$ cat config.mk
export PLATFORM = sky130hd
export DESIGN_NAME = alu_sequencer
export DESIGN_NICKNAME = d
export VERILOG_FILES = /design/src/rtl/alu_seq_pkg.sv /design/src/rtl/regfile4x8.sv /design/src/rtl/alu_sequencer.sv
export SDC_FILE = /design/constraint.sdc
export NUM_CORES = 1
export LEC_CHECK = 0
export CAP_MARGIN = 25
export CELL_PAD_IN_SITES_DETAIL_PLACEMENT = 1
export CELL_PAD_IN_SITES_GLOBAL_PLACEMENT = 2
export CORE_UTILIZATION = 32
export DETAILED_ROUTE_END_ITERATION = 8
export PLACE_DENSITY = 0.79
export SYNTH_ARGS = -nofsm -noshare
export SYNTH_HDL_FRONTEND = slang
export SYNTH_SLANG_ARGS = --single-unit
$ cat constraint.sdc
create_clock -name clk -period 2.3 [get_ports clk]
set_input_delay 0.46 -clock clk [delete_from_list [all_inputs] [get_ports clk]]
set_output_delay 0.46 -clock clk [all_outputs]
set_load 0.05 [all_outputs]
$ cat src/rtl/alu_seq_pkg.sv
// alu_seq_pkg: shared encodings, FSM states and ALU opcodes for the ALU sequencer
package alu_seq_pkg;
  typedef enum logic [1:0] {
    CLS_ALU   = 2'b00,
    CLS_LOADI = 2'b01,
    CLS_OUT   = 2'b10,
    CLS_NOP   = 2'b11
  } cls_t;

  typedef enum logic [1:0] {
    IDLE     = 2'd0,
    EXEC     = 2'd1,
    OUT_WAIT = 2'd2
  } state_t;

  localparam logic [3:0] OP_ADD   = 4'd0;
  localparam logic [3:0] OP_ADC   = 4'd1;
  localparam logic [3:0] OP_SUB   = 4'd2;
  localparam logic [3:0] OP_SBC   = 4'd3;
  localparam logic [3:0] OP_OR    = 4'd4;
  localparam logic [3:0] OP_AND   = 4'd5;
  localparam logic [3:0] OP_NOT   = 4'd6;
  localparam logic [3:0] OP_XOR   = 4'd7;
  localparam logic [3:0] OP_PASSA = 4'd8;
  localparam logic [3:0] OP_PASSB = 4'd9;
  localparam logic [3:0] OP_NEG   = 4'd10;
  localparam logic [3:0] OP_CMP   = 4'd11;
  localparam logic [3:0] OP_SHL   = 4'd12;
  localparam logic [3:0] OP_SHR   = 4'd13;
  localparam logic [3:0] OP_SHLC  = 4'd14;
  localparam logic [3:0] OP_SHRC  = 4'd15;

  typedef struct packed {
    logic [3:0] op;
    logic [1:0] dst;
    logic [1:0] src_a;
    logic [1:0] src_b;
  } alu_instr_t;

  function automatic cls_t cls_of(input logic [15:0] w);
    return cls_t'(w[15:14]);
  endfunction

  function automatic alu_instr_t alu_fields(input logic [15:0] w);
    return alu_instr_t'(w[13:4]);
  endfunction
endpackage

$ cat src/rtl/regfile4x8.sv
// regfile4x8: four 8-bit registers, two async read ports, one sync write port
module regfile4x8 #(
  parameter logic [7:0] RESET_VAL = 8'h00
) (
  input  logic       clk,
  input  logic       reset,
  input  logic [1:0] addr_a,
  input  logic [1:0] addr_b,
  output logic [7:0] data_a,
  output logic [7:0] data_b,
  input  logic       we,
  input  logic [1:0] waddr,
  input  logic [7:0] wdata
);
  logic [7:0] r [4];

  // storage: async reset to RESET_VAL, single write per clock
  always_ff @(posedge clk or posedge reset) begin
    if (reset) begin
      for (int i = 0; i < 4; i++) r[i] <= RESET_VAL;
    end else if (we) begin
      r[waddr] <= wdata;
    end
  end

  assign data_a = r[addr_a];
  assign data_b = r[addr_b];
endmodule

$ cat src/rtl/alu_sequencer.sv
// alu_sequencer: fetches 16-bit instructions, drives an external ALU and returns OUT results
module alu_sequencer
  import alu_seq_pkg::*;
#(
  parameter logic [7:0] RESET_VAL = 8'h00
) (
  input  logic        clk,
  input  logic        reset,
  input  logic        instr_valid,
  input  logic [15:0] instr,
  output logic        instr_ready,
  input  logic        result_ready,
  output logic        result_valid,
  output logic [7:0]  result,
  output logic [7:0]  alu_a,
  output logic [7:0]  alu_b,
  output logic        alu_carry,
  output logic [3:0]  alu_op,
  input  logic [7:0]  alu_c,
  input  logic        alu_carry_out,
  input  logic        alu_zero,
  output logic        flag_c,
  output logic        flag_z
);
  state_t     state;
  alu_instr_t cur;
  cls_t       cls;
  logic       accept;
  logic       exec;
  logic [1:0] addr_a;
  logic [1:0] addr_b;
  logic [7:0] data_a;
  logic [7:0] data_b;
  logic       we;
  logic [1:0] waddr;
  logic [7:0] wdata;

  assign cls    = cls_of(instr);
  assign accept = instr_valid && instr_ready;
  assign exec   = state == EXEC;

  // operand/write muxing: ALU operands only come from the latched instruction and are zero outside EXEC
  always_comb begin
    addr_a    = cur.src_a;
    addr_b    = exec ? cur.src_b : instr[9:8];
    alu_a     = exec ? data_a : 8'h00;
    alu_b     = exec ? data_b : 8'h00;
    alu_op    = exec ? cur.op : 4'h0;
    alu_carry = flag_c;
    we        = exec || (accept && cls == CLS_LOADI);
    waddr     = exec ? cur.dst : instr[9:8];
    wdata     = exec ? alu_c : instr[7:0];
  end

  regfile4x8 #(.RESET_VAL(RESET_VAL)) u_rf (
    .clk    (clk),
    .reset  (reset),
    .addr_a (addr_a),
    .addr_b (addr_b),
    .data_a (data_a),
    .data_b (data_b),
    .we     (we),
    .waddr  (waddr),
    .wdata  (wdata)
  );

  // sequencer FSM with registered handshake outputs and flags
  always_ff @(posedge clk or posedge reset) begin
    if (reset) begin
      state        <= IDLE;
      cur          <= '0;
      instr_ready  <= 1'b0;
      result_valid <= 1'b0;
      result       <= 8'h00;
      flag_c       <= 1'b0;
      flag_z       <= 1'b0;
    end else begin
      case (state)
        IDLE: begin
          instr_ready <= 1'b1;
          if (accept && cls == CLS_ALU) begin
            cur         <= alu_fields(instr);
            instr_ready <= 1'b0;
            state       <= EXEC;
          end else if (accept && cls == CLS_OUT) begin
            result       <= data_b;
            result_valid <= 1'b1;
            instr_ready  <= 1'b0;
            state        <= OUT_WAIT;
          end
        end
        EXEC: begin
          flag_c      <= alu_carry_out;
          flag_z      <= alu_zero;
          instr_ready <= 1'b1;
          state       <= IDLE;
        end
        OUT_WAIT: begin
          if (result_ready) begin
            result_valid <= 1'b0;
            instr_ready  <= 1'b1;
            state        <= IDLE;
          end
        end
        default: begin
          instr_ready  <= 1'b0;
          result_valid <= 1'b0;
          state        <= IDLE;
        end
      endcase
    end
  end
endmodule

==> impl_metrics.ini, run 1 <==
[placed_design]
placed_cells = 495
dpl-instance-area_sq_um = 4190
dp_hpwl_um = 6040
place.gp.congestion = 0.776
portBuffers = 62

[detailed_routing]
avgRoutedWirePerCell_um = 17.4
avgViaCountPerCell = 4.98
drcViolationCount = 0
wl_um = 8900
ant_nets = 0
vias = 2545
drt_pass1_iterations = 4
drtIter0Drc = 89

[power]
clkPwrFrac_pct = 9.5
p_switching_w = 0.00262
ir_worst_vdd_uv = 552
power.share.switching_pct = 43.2
power_frac_comb_pct = 59.5
p_leak_nw = 1.87
p_int_w = 0.00344
pwr-share-seq_pct = 31.0
power_density_nw_per_um2 = 1360

[critical_path]
crit_path_end_kind = primary output
crit_family = buffers and inverters
startpoint_type = register
crit_slowest_cell = dfrtp_1
cp.required_ns = 1.84
critPathArrivalTime_ns = 2.04
crit_chain = inv_2, ha_4, mux2i_2, buf_4, nand2_4, a22oi_2, and2_4, buf_12
max_stage_delay_ns = 0.40
criticalPathCategory = register to primary output
worst-path-buf-inv = 3
crit_fanout = 7

[yosys]
synthSimpleGateAreaFrac_pct = 17.0
synth_top_family_by_area = multiplexers
syn_inst = 297
yosys.area.top_type_share_pct = 45.7
yosys.area_share.adder_pct = 1.63
syn_avg_cell_area_sq_um = 10.3
synth_cell_types = 29
synth_compound_area_share_pct = 12.9
yosys_warnings = 0
synth-xor-area-share_pct = 0
yosysTopAreaCell = dfrtp_1
yosysSeqAreaShare_pct = 45.7
syn_nets = 331
synth.mux.area_fraction_pct = 19.7
netlist_top_cells_area = dfrtp_1 46%, nand2_1 7.9%, mux2_2 7.7%, mux4_2 6.6%, o21ai_0 5.4%
synth_area_sq_um = 3070
synth.ff_latch_count = 56

[floorplan]
die_area_sq_um = 9990
placeableCoreArea_sq_um = 9280
die_h_um = 99.9
chipWidth_um = 99.9
start_util_pct = 33.1
pin_count = 63
std_cell_rows = 35

[sta]
period_needed_ns = 2.50
finalHoldViolCount = 0
holdWs_ns = 0.511
clock_skew_ns = 0.00471
max_slew_margin_pct = 66.3
period_share_pct = 109
setup_viol = 8
fmax_ghz = 0.401
final_max_slew_viol_count = 0
layout_setup_ws_ns = -0.197
grt_setup_unrepaired = true
max_slew.worst_pin.slew_ns = 0.504

[final_layout]
final_net_count = 415
area_growth_pct = 45.4
post_layout_nonfiller_instances = 511
drive_gt1_share_pct = 33.2
final_cell_area_sq_um = 4460
diodes = 0

[clock_tree]
cts_tree = built
clock_latency_ns = 0.30
clock_path_buffers = 2
cts_buffers = 5
cts.reportedPaths.clkPinSlew_ns = 0.10
clock-root-buffer = clkbuf_8
cts_num_sinks = 56
htreeDepth = 2

[status]
violations = setup timing
status = finished with violations

[global_route]
grt_overflow = 0
grt.total_usage_pct = 18.2
grt_pass1_vias = 2697
grt_pass1_wl_um = 13900
grt_max_degree = 57
antenna_found_initial = 0

[run]
maxCapViolCount = 0

[worst_hold_path]
min_path_type = register to register
-- state kept, by name, summed over array words and instances (netlist names) --
signal,cells
cur,8
alu_carry,1
u_rf.r,32
result,8
result_valid,1
instr_ready,1
state,2
flag_z,1
addr_a,2
-- power by group through the flow --
stage,clock [W],sequential (W),combinational (W)
after floorplan,0,0.00208,0.00184
after global placement,0,0.00188,0.00322
after detailed placement,0,0.00191,0.00330
after CTS,0.000590,0.00190,0.00347
after global routing,0.000631,0.00195,0.00384
final,0.000574,0.00188,0.00361
-- worst paths after layout --
| check | startpoint | endpoint | slack, ns | depth (start not counted) |
|---|---|---|---|---|
| worst max-delay path | state[1] | alu_b[1] | -0.20 | 8 |
| worst min-delay path | cur[6] | cur[6] | 0.51 | 1 |
| worst max register to register | state[1] | u_rf.r[11] | 0.29 | 8 |
| worst min register to register | cur[6] | cur[6] | 0.51 | 1 |
| max in group asynchronous | reset | addr_a[1] | 1.51 | 3 |
| min in group asynchronous | reset | result_valid | 0.52 | 3 |
-- synthesized netlist by cell type --
library cell / count
mux4_1: 1
nor3b_1: 2
nand2b_1: 1
and4b_1: 1
nand3b_1: 1
o31ai_1: 1
o21ai_0: 33
nor2b_1: 14
ha_1: 4
buf_6: 1
nor2_1: 2
buf_2: 7
inv_1: 3
buf_4: 1
or2_2: 1
o32a_1: 1
o22ai_1: 8
mux2_4: 2
mux2i_1: 11
a21oi_1: 2
and2_1: 22
mux2_2: 21
dfrtp_1: 56
a22oi_1: 7
clkbuf_1: 8
nand2_1: 65
o211ai_1: 4
a22o_1: 8
mux4_2: 9
-- kinds of logic after synthesis --
group | after synthesis
AO/OA/AOI/OAI | 64
flip-flops | 56
buffers and inverters | 20
multiplexers | 44
adder cells (fa/ha/maj) | 4
AND/OR/NAND/NOR | 109
-- metal layers --
layer | part of all wire [%] | wire length, um | vias up | GRT usage [%]
met5 | 0 | 0 | - | 0
met4 | 1.3 | 112 | 0 | 4.98
met3 | 2.2 | 198 | 8 | 2.51
met2 | 52 | 4640 | 49 | 32.2
met1 | 44 | 3960 | 1276 | 23.3
li1 | - | - | 1212 | -
-- cells in the final DEF (no fill, tap or decap), types with 11 or more instances in the layout --
master	synthesis	final
mux2_2	21	21
o21ai_0	33	33
buf_12	0	23
and2_1	22	11
nor2b_1	14	13
buf_4	1	27
clkdlybuf4s50_1	0	41
nand2_1	65	59
dfrtp_1	56	54
-- cell type report --
cell class / instances / area [sq um]
clock buffer: 6 / 82.6
clock inverter: 2 / 10.0
fill: 1031 / 4820
inverter: 3 / 11.3
multi-input combinational: 221 / 1680
sequential: 56 / 1410
tap: 129 / 161
timing repair buffer: 94 / 1110
-- timing repair --
action                                  4_1_cts  5_1_grt
resized for setup                            27       11
hold endpoints to repair                      0        0
endpoints found under the setup margin       20       20
setup buffers                                 4        5
hold buffers                                  0        0
pin swaps                                     9       10
-- metrics by stage --
step / setup TNS (ns) / util, % / setup WS [ns] / power [W]
after floorplan: 0 / - / 0.0255 / 0.00392
after detailed placement: -2.70 / 45.2 / -0.384 / 0.00521
final: -1.31 / 48.1 / -0.197 / 0.00606
after global routing: -1.98 / 48.1 / -0.266 / 0.00643
after global placement: -2.67 / 45.2 / -0.380 / 0.00509
after CTS: -1.18 / 47.3 / -0.190 / 0.00596
No activity file was read; power rests on OpenSTA's default activity.
==> run 2, diff against run 1 <==
- HOLD_SLACK_MARGIN: not set -> 0.05
==> results of run 2 <==
The final DEF is identical to that of run 1; final timing and power are the same.
